File: src/rtl/acc_alu_pkg.sv
// Shared encodings for the sequenced accumulator ALU: opcodes, FSM states and
// operand-B source selects.
package acc_alu_pkg;

  typedef enum logic [3:0] {
    OP_ADD     = 4'd0,
    OP_SUB     = 4'd1,
    OP_MUL     = 4'd2,
    OP_DIV     = 4'd3,
    OP_AND     = 4'd4,
    OP_OR      = 4'd5,
    OP_XOR     = 4'd6,
    OP_NOT     = 4'd7,
    OP_NAND    = 4'd8,
    OP_NOR     = 4'd9,
    OP_XNOR    = 4'd10,
    OP_SHL     = 4'd11,
    OP_SHR     = 4'd12,
    OP_NOP     = 4'd13,
    OP_CLEAR   = 4'd14,
    OP_ILLEGAL = 4'd15
  } op_e;

  typedef enum logic [1:0] {
    ST_READY = 2'b00,
    ST_BUSY  = 2'b01,
    ST_ERROR = 2'b10
  } state_e;

  localparam logic [1:0] BSEL_ZERO = 2'b00;
  localparam logic [1:0] BSEL_B    = 2'b01;
  localparam logic [1:0] BSEL_ACC  = 2'b10;
  localparam logic [1:0] BSEL_HOLD = 2'b11;

endpackage

File: src/rtl/acc_alu_div.sv
// Iterative restoring divider: one quotient bit per cycle, WIDTH cycles after
// start. done is high during the last iteration with quotient already final.
module acc_alu_div
  import acc_alu_pkg::*;
#(
  parameter int WIDTH = 16
) (
  input  logic             clk,
  input  logic             reset,
  input  logic             start,
  input  logic [WIDTH-1:0] dividend,
  input  logic [WIDTH-1:0] divisor,
  output logic             done,
  output logic [WIDTH-1:0] quotient
);
  localparam int CW = $clog2(WIDTH + 1);

  logic [WIDTH-1:0] rem_q, quo_q, dvs_q, rem_nxt, quo_nxt;
  logic [WIDTH:0]   shifted, diff;
  logic [CW-1:0]    cnt_q;

  // A borrow out of the trial subtract means the shifted remainder is restored.
  always_comb begin
    shifted = {rem_q, quo_q[WIDTH-1]};
    diff    = shifted - {1'b0, dvs_q};
    if (diff[WIDTH]) begin
      rem_nxt = shifted[WIDTH-1:0];
      quo_nxt = {quo_q[WIDTH-2:0], 1'b0};
    end else begin
      rem_nxt = diff[WIDTH-1:0];
      quo_nxt = {quo_q[WIDTH-2:0], 1'b1};
    end
  end

  always_ff @(posedge clk or negedge reset) begin
    if (!reset) begin
      rem_q <= '0;
      quo_q <= '0;
      dvs_q <= '0;
      cnt_q <= '0;
    end else if (start) begin
      rem_q <= '0;
      quo_q <= dividend;
      dvs_q <= divisor;
      cnt_q <= CW'(WIDTH);
    end else if (cnt_q != '0) begin
      rem_q <= rem_nxt;
      quo_q <= quo_nxt;
      cnt_q <= cnt_q - 1'b1;
    end
  end

  assign done     = (cnt_q == CW'(1));
  assign quotient = quo_nxt;

endmodule

File: src/rtl/acc_alu_seq.sv
// Handshaked accumulator ALU with a multi-cycle divider and READY/BUSY/ERROR FSM.
// Define ACC_ALU_SAT_EN to make sub underflow saturate to zero instead of erroring.
module acc_alu_seq
  import acc_alu_pkg::*;
#(
  parameter int WIDTH = 16,
  parameter int SHW   = $clog2(2*WIDTH)
) (
  input  logic               clk,
  input  logic               reset,
  input  logic               in_valid,
  output logic               in_ready,
  input  logic [3:0]         op,
  input  logic               a_sel,
  input  logic [1:0]         b_sel,
  input  logic [WIDTH-1:0]   a,
  input  logic [WIDTH-1:0]   b,
  output logic [2*WIDTH-1:0] acc,
  output logic               out_valid,
  output logic               busy,
  output logic               error,
  output logic [1:0]         state
);
  localparam int ACC_W = 2*WIDTH;
  localparam logic [WIDTH-1:0] SH_LIM = WIDTH'(ACC_W);

  state_e           st_q, st_nxt;
  op_e              opc;
  logic [WIDTH-1:0] a_q, b_q, eff_a, eff_b, quotient;
  logic [ACC_W-1:0] xa, xb, alu_res, res;
  logic             accept, upd, pulse, div_start, div_done;

  assign opc      = op_e'(op);
  assign in_ready = (st_q != ST_BUSY);
  assign accept   = in_valid & in_ready;
  assign busy     = (st_q == ST_BUSY);
  assign error    = (st_q == ST_ERROR);
  assign state    = st_q;

  assign eff_a = a_sel ? a : a_q;
  always_comb begin
    case (b_sel)
      BSEL_ZERO: eff_b = '0;
      BSEL_B:    eff_b = b;
      BSEL_ACC:  eff_b = acc[WIDTH-1:0];
      default:   eff_b = b_q;
    endcase
  end

  assign xa = {{WIDTH{1'b0}}, eff_a};
  assign xb = {{WIDTH{1'b0}}, eff_b};

  always_comb begin
    alu_res = acc;
    case (opc)
      OP_ADD:  alu_res = xa + xb;
      OP_SUB:  alu_res = {{WIDTH{1'b0}}, eff_a - eff_b};
      OP_MUL:  alu_res = xa * xb;
      OP_AND:  alu_res = {{WIDTH{1'b0}}, eff_a & eff_b};
      OP_OR:   alu_res = {{WIDTH{1'b0}}, eff_a | eff_b};
      OP_XOR:  alu_res = {{WIDTH{1'b0}}, eff_a ^ eff_b};
      OP_NOT:  alu_res = {{WIDTH{1'b0}}, ~eff_b};
      OP_NAND: alu_res = {{WIDTH{1'b0}}, ~(eff_a & eff_b)};
      OP_NOR:  alu_res = {{WIDTH{1'b0}}, ~(eff_a | eff_b)};
      OP_XNOR: alu_res = {{WIDTH{1'b0}}, ~(eff_a ^ eff_b)};
      OP_SHL:  alu_res = (eff_a >= SH_LIM) ? '0 : xb << eff_a[SHW-1:0];
      OP_SHR:  alu_res = (eff_a >= SH_LIM) ? '0 : xb >> eff_a[SHW-1:0];
      default: alu_res = acc;
    endcase
  end

  always_comb begin
    st_nxt    = st_q;
    res       = alu_res;
    upd       = 1'b0;
    pulse     = 1'b0;
    div_start = 1'b0;
    case (st_q)
      ST_READY: begin
        if (accept) begin
          case (opc)
            OP_DIV: begin
              if (eff_b == '0) st_nxt = ST_ERROR;
              else begin
                st_nxt    = ST_BUSY;
                div_start = 1'b1;
              end
            end
            OP_SUB: begin
              if (eff_b > eff_a) begin
`ifdef ACC_ALU_SAT_EN
                res   = '0;
                upd   = 1'b1;
                pulse = 1'b1;
`else
                st_nxt = ST_ERROR;
`endif
              end else begin
                upd   = 1'b1;
                pulse = 1'b1;
              end
            end
            OP_CLEAR: begin
              res   = '0;
              upd   = 1'b1;
              pulse = 1'b1;
            end
            OP_ILLEGAL: st_nxt = ST_ERROR;
            OP_NOP:     pulse  = 1'b1;
            default: begin
              upd   = 1'b1;
              pulse = 1'b1;
            end
          endcase
        end
      end
      ST_BUSY: begin
        if (div_done) begin
          res    = {{WIDTH{1'b0}}, quotient};
          upd    = 1'b1;
          pulse  = 1'b1;
          st_nxt = ST_READY;
        end
      end
      ST_ERROR: begin
        // Everything but clear is swallowed while in error.
        if (accept && opc == OP_CLEAR) begin
          res    = '0;
          upd    = 1'b1;
          pulse  = 1'b1;
          st_nxt = ST_READY;
        end
      end
      default: st_nxt = ST_READY;
    endcase
  end

  always_ff @(posedge clk or negedge reset) begin
    if (!reset) st_q <= ST_READY;
    else        st_q <= st_nxt;
  end

  always_ff @(posedge clk or negedge reset) begin
    if (!reset) begin
      acc       <= '0;
      a_q       <= '0;
      b_q       <= '0;
      out_valid <= 1'b0;
    end else begin
      out_valid <= pulse;
      if (upd) acc <= res;
      if (accept) begin
        a_q <= eff_a;
        b_q <= eff_b;
      end
    end
  end

  acc_alu_div #(.WIDTH(WIDTH)) u_div (
    .clk      (clk),
    .reset    (reset),
    .start    (div_start),
    .dividend (eff_a),
    .divisor  (eff_b),
    .done     (div_done),
    .quotient (quotient)
  );

endmodule

File: config.mk
export PLATFORM = sky130hd
export DESIGN_NAME = acc_alu_seq
export DESIGN_NICKNAME = d
export VERILOG_FILES = /design/src/rtl/acc_alu_pkg.sv /design/src/rtl/acc_alu_div.sv /design/src/rtl/acc_alu_seq.sv
export SDC_FILE = /design/constraint.sdc
export NUM_CORES = 1
export LEC_CHECK = 0
export CORE_MARGIN = 5
export CORE_UTILIZATION = 58
export DETAILED_ROUTE_END_ITERATION = 16
export PLACE_DENSITY = 0.85
export SETUP_SLACK_MARGIN = 0.4
export SYNTH_ARGS = -nofsm -noshare
export SYNTH_HDL_FRONTEND = slang
export SYNTH_SLANG_ARGS = --single-unit
File: constraint.sdc
create_clock -name clk -period 7.6 [get_ports clk]
set_clock_uncertainty 0.1 [all_clocks]
set_input_delay 1.52 -clock clk [delete_from_list [all_inputs] [get_ports clk]]
set_output_delay 1.52 -clock clk [all_outputs]
set_load 0.005 [all_outputs]
==> summary.md <==
| Metric | Value |
|---|---|
| WP depth | 33 |
| Fin Setup TNS | -3793 ps |
| CP bufs+invs | 15 |
| Die width | 194.7 µm |
| Fin Hold WS | about 400 ps |
| Ys async rst share | 100.0% |
| Share of layout cells above drive strength 1 | between 20% and 30% |
| Die H | between 150 and 200 µm |
| Max Clk Rate | 124.9 MHz |
| CP endpoint kind | register |
| Number of setup violations in the final report | 15 |
| Total global routing overflow | 0 |
| Avg Vias per Cell | around 6.9 |
| Top-count cell post-synth | nand2_1 |
| Register bit total from synthesis | 120 |
| CP Capture Point | acc[24]$_DFFE_PN0P_ |
| Clock Latency Late Sink | 450 ps |
| Worst path max stage delay | approximately 600 ps |
| Syn_nets | between 2,000 and 3,000 |
| Netlist Area Pre-Place | 19,780 µm² |
| Residual DRC | 0 |
| CTS tree | done |
| Antenna diodes | 0 |
| Die area | approximately 38,000 µm² |
| Fin crit period | between 8000 and 9000 ps |
| CP startpoint | b_sel[0] |
| Num rows | 67 |
| Hold Buf Count CTS | 0 |
| Worst setup path category | in2reg |
| Yosys warnings | 0 |
| Initial antenna violation count | 1 |
| Tcrit/Tclk final | 105.4% |
| Slowest cell on crit path | fa_1 |
| Initial Util | a little under 60% |
| Clock tree root driver cell | clkbuf_16 |
| Pre-antenna DRT Iters | 9 |
| FF-to-FF End | acc[24]$_DFFE_PN0P_ |
| Area contributors post-synth | fa_1 20%, dfrtp_1 15%, ha_1 11% |
| R2R setup slack | 370 ps |
| Worst-path clk slew | 60 ps |
| Final nets | roughly 3,200 |
| RSZ-0062 raised after global routing | yes |
| DP HPWL | between 70,000 and 80,000 µm |
| Max-slew violation count | 0 |
| DP Worst Slack | -1755 ps |
| GRT Overall Usage | a little under half |
| Synth cell count leaders | 299 x nand2_1, 294 x nor2_1, 288 x inv_1 |
| Most area-hungry cell type in the Yosys netlist | fa_1 |
| Synth Area per Inst | about 8.0 µm² |
| Deepest clock path buffer count | 2 |
| CTS Sinks | 120 |
| Vias in the first global route | between 20,000 and 25,000 |
| Number of synthesized flops with an enable pin | 0 |
| ANT nets after route | 0 |
| Startpoint types | input port |
| Status | finished with violations |
| Via count | approximately 23,000 |
| Pin count of the biggest net entering global routing | 65 |
| First-pass GRT wire length | between 100,000 and 150,000 µm |
| CP required | ~7800 ps |
| Setup ws final | -408.5 ps |
| Final WL | between 90,000 and 100,000 µm |
| RR Startpoint | acc[4]$_DFFE_PN0P_ |
| Largest delay share family, worst path | adder cells |
| Routed wire per std cell | 29.53 µm |
| Worst-Margin Slew | about 1300 ps |
| MaxCap Viol Count | 0 |
| Num CTS Buffers | 17 |
| Iter 0 DRT Violations | between 3,000 and 4,000 |
| Area delta synth->final | 28.93% |
| Failing checks | setup timing |
| CP Max Fanout | 7 |
| Post-synth top area share | about a fifth |
| Seq/Total Area, Yosys | approximately 15% |
| Post-Syn Instances | 2,474 |
| # IOs | 80 |
| Final Util | between 70% and 80% |
| HP Class | reg2reg |
| H-tree depth | 4 |
| Cell variety after synth | 85 |
| CP Data Arrival Time | a little over 8000 ps |
| R2r worst-path depth | 30 |
| Slew headroom | 12.71% |
| Port Buf Inserts | 79 |
| Core Area | 33,620 µm² |
| Top FF cell, synth | dfrtp_1 |
| Final Hold Viols | 0 |
| GPL Wtd Cong | between 1 and 1.5 |
[timing repair]
item                                    in CTS  in global routing
setup buffers                               53                 25
gates cloned                                 1                  1
pin swaps                                   79                 61
resized for setup                          186                105
endpoints found under the setup margin      25                 23
[final cells by class]
class,count,area (µm²)
clock buffer,18,439.2
clock inverter,14,126.4
fill,2260,8117
inverter,308,1226
multi-input combinational,1884,15940
sequential,120,3003
tap,448,560.5
timing repair buffer,476,4200
[cells in the final DEF, fill, tap and decap left out, types with 16 or more instances in the layout]
| master | count |
|---|---|
| buf_6 | 46 |
| o21ai_0 | 111 |
| a21o_1 | 21 |
| a31oi_1 | 21 |
| buf_4 | 328 |
| inv_2 | 24 |
| inv_1 | 261 |
| nand2b_1 | 16 |
| clkbuf_16 | 17 |
| ha_4 | 18 |
| dfrtp_1 | 120 |
| clkdlybuf4s50_1 | 64 |
| a221oi_1 | 16 |
| fa_1 | 191 |
| mux2i_1 | 65 |
| o22ai_1 | 23 |
| a211oi_1 | 31 |
| buf_12 | 17 |
| ha_1 | 145 |
| xnor2_1 | 22 |
| a21oi_1 | 138 |
| mux2_4 | 21 |
| nand3_1 | 42 |
| nand2_1 | 292 |
| nor3_1 | 42 |
| nor2_1 | 282 |
[flip-flops by register name (all words and copies together) (netlist names)]
| register | count |
|---|---|
| acc | 32 |
| u_div.dvs_q | 16 |
| state | 2 |
| u_div.quo_q | 16 |
| u_div.cnt_q | 5 |
| out_valid | 1 |
| b_q | 16 |
| u_div.rem_q | 16 |
| a_q | 16 |
[per-layer routing]
metal  track usage, %  part of all wire (%)
met3            14.58                    15
met1            59.69                    33
met5                0                 0.037
met4            31.51                    11
met2            71.04                    41
[how the worst min path moves through the flow]
| stage | depth (start not counted) | from | slack (ps) | endpoint |
|---|---|---|---|---|
| 4_1_cts | 2 | acc[17]$_DFFE_PN0P_ | 410 | acc[17]$_DFFE_PN0P_ |
| 3_3_place_gp | 2 | acc[30]$_DFFE_PN0P_ | 380 | acc[30]$_DFFE_PN0P_ |
| 5_1_grt | 2 | acc[17]$_DFFE_PN0P_ | 440 | acc[17]$_DFFE_PN0P_ |
| 2_1_floorplan | 2 | acc[30]$_DFFE_PN0P_ | 370 | acc[30]$_DFFE_PN0P_ |
| 3_5_place_dp | 2 | acc[17]$_DFFE_PN0P_ | 390 | acc[17]$_DFFE_PN0P_ |
| 6_report | 2 | acc[17]$_DFFE_PN0P_ | 410 | acc[17]$_DFFE_PN0P_ |
[cells by family (layout without fill, tap and decap cells)]
kind of cell    after synthesis  after routing  share of synthesized area, %
xor+xnor                     37             37                         1.639
fa+ha+maj                   368            368                         30.76
simple gates                784            784                         16.90
compound gates              578            578                         19.20
buf+inv                     470            816                         9.376
flops                       120            120                         15.18
mux                         117            117                         6.940
[through the flow]
stage,cells,cell area [µm²]
2_1_floorplan,2474,20200
3_3_place_gp,3156,23160
3_5_place_dp,3156,23160
4_1_cts,3242,24870
5_1_grt,3268,25500
6_report,3268,25500
[tightest hold or removal path: stages, from the launching register on]
cell and delay [ps]:
dfrtp_1 350, nand2_1 50, o21ai_1 60
Power is left out: the tool's default activity adds up to more than one toggle a clock period on the data nets, which glitch-free logic cannot reach.
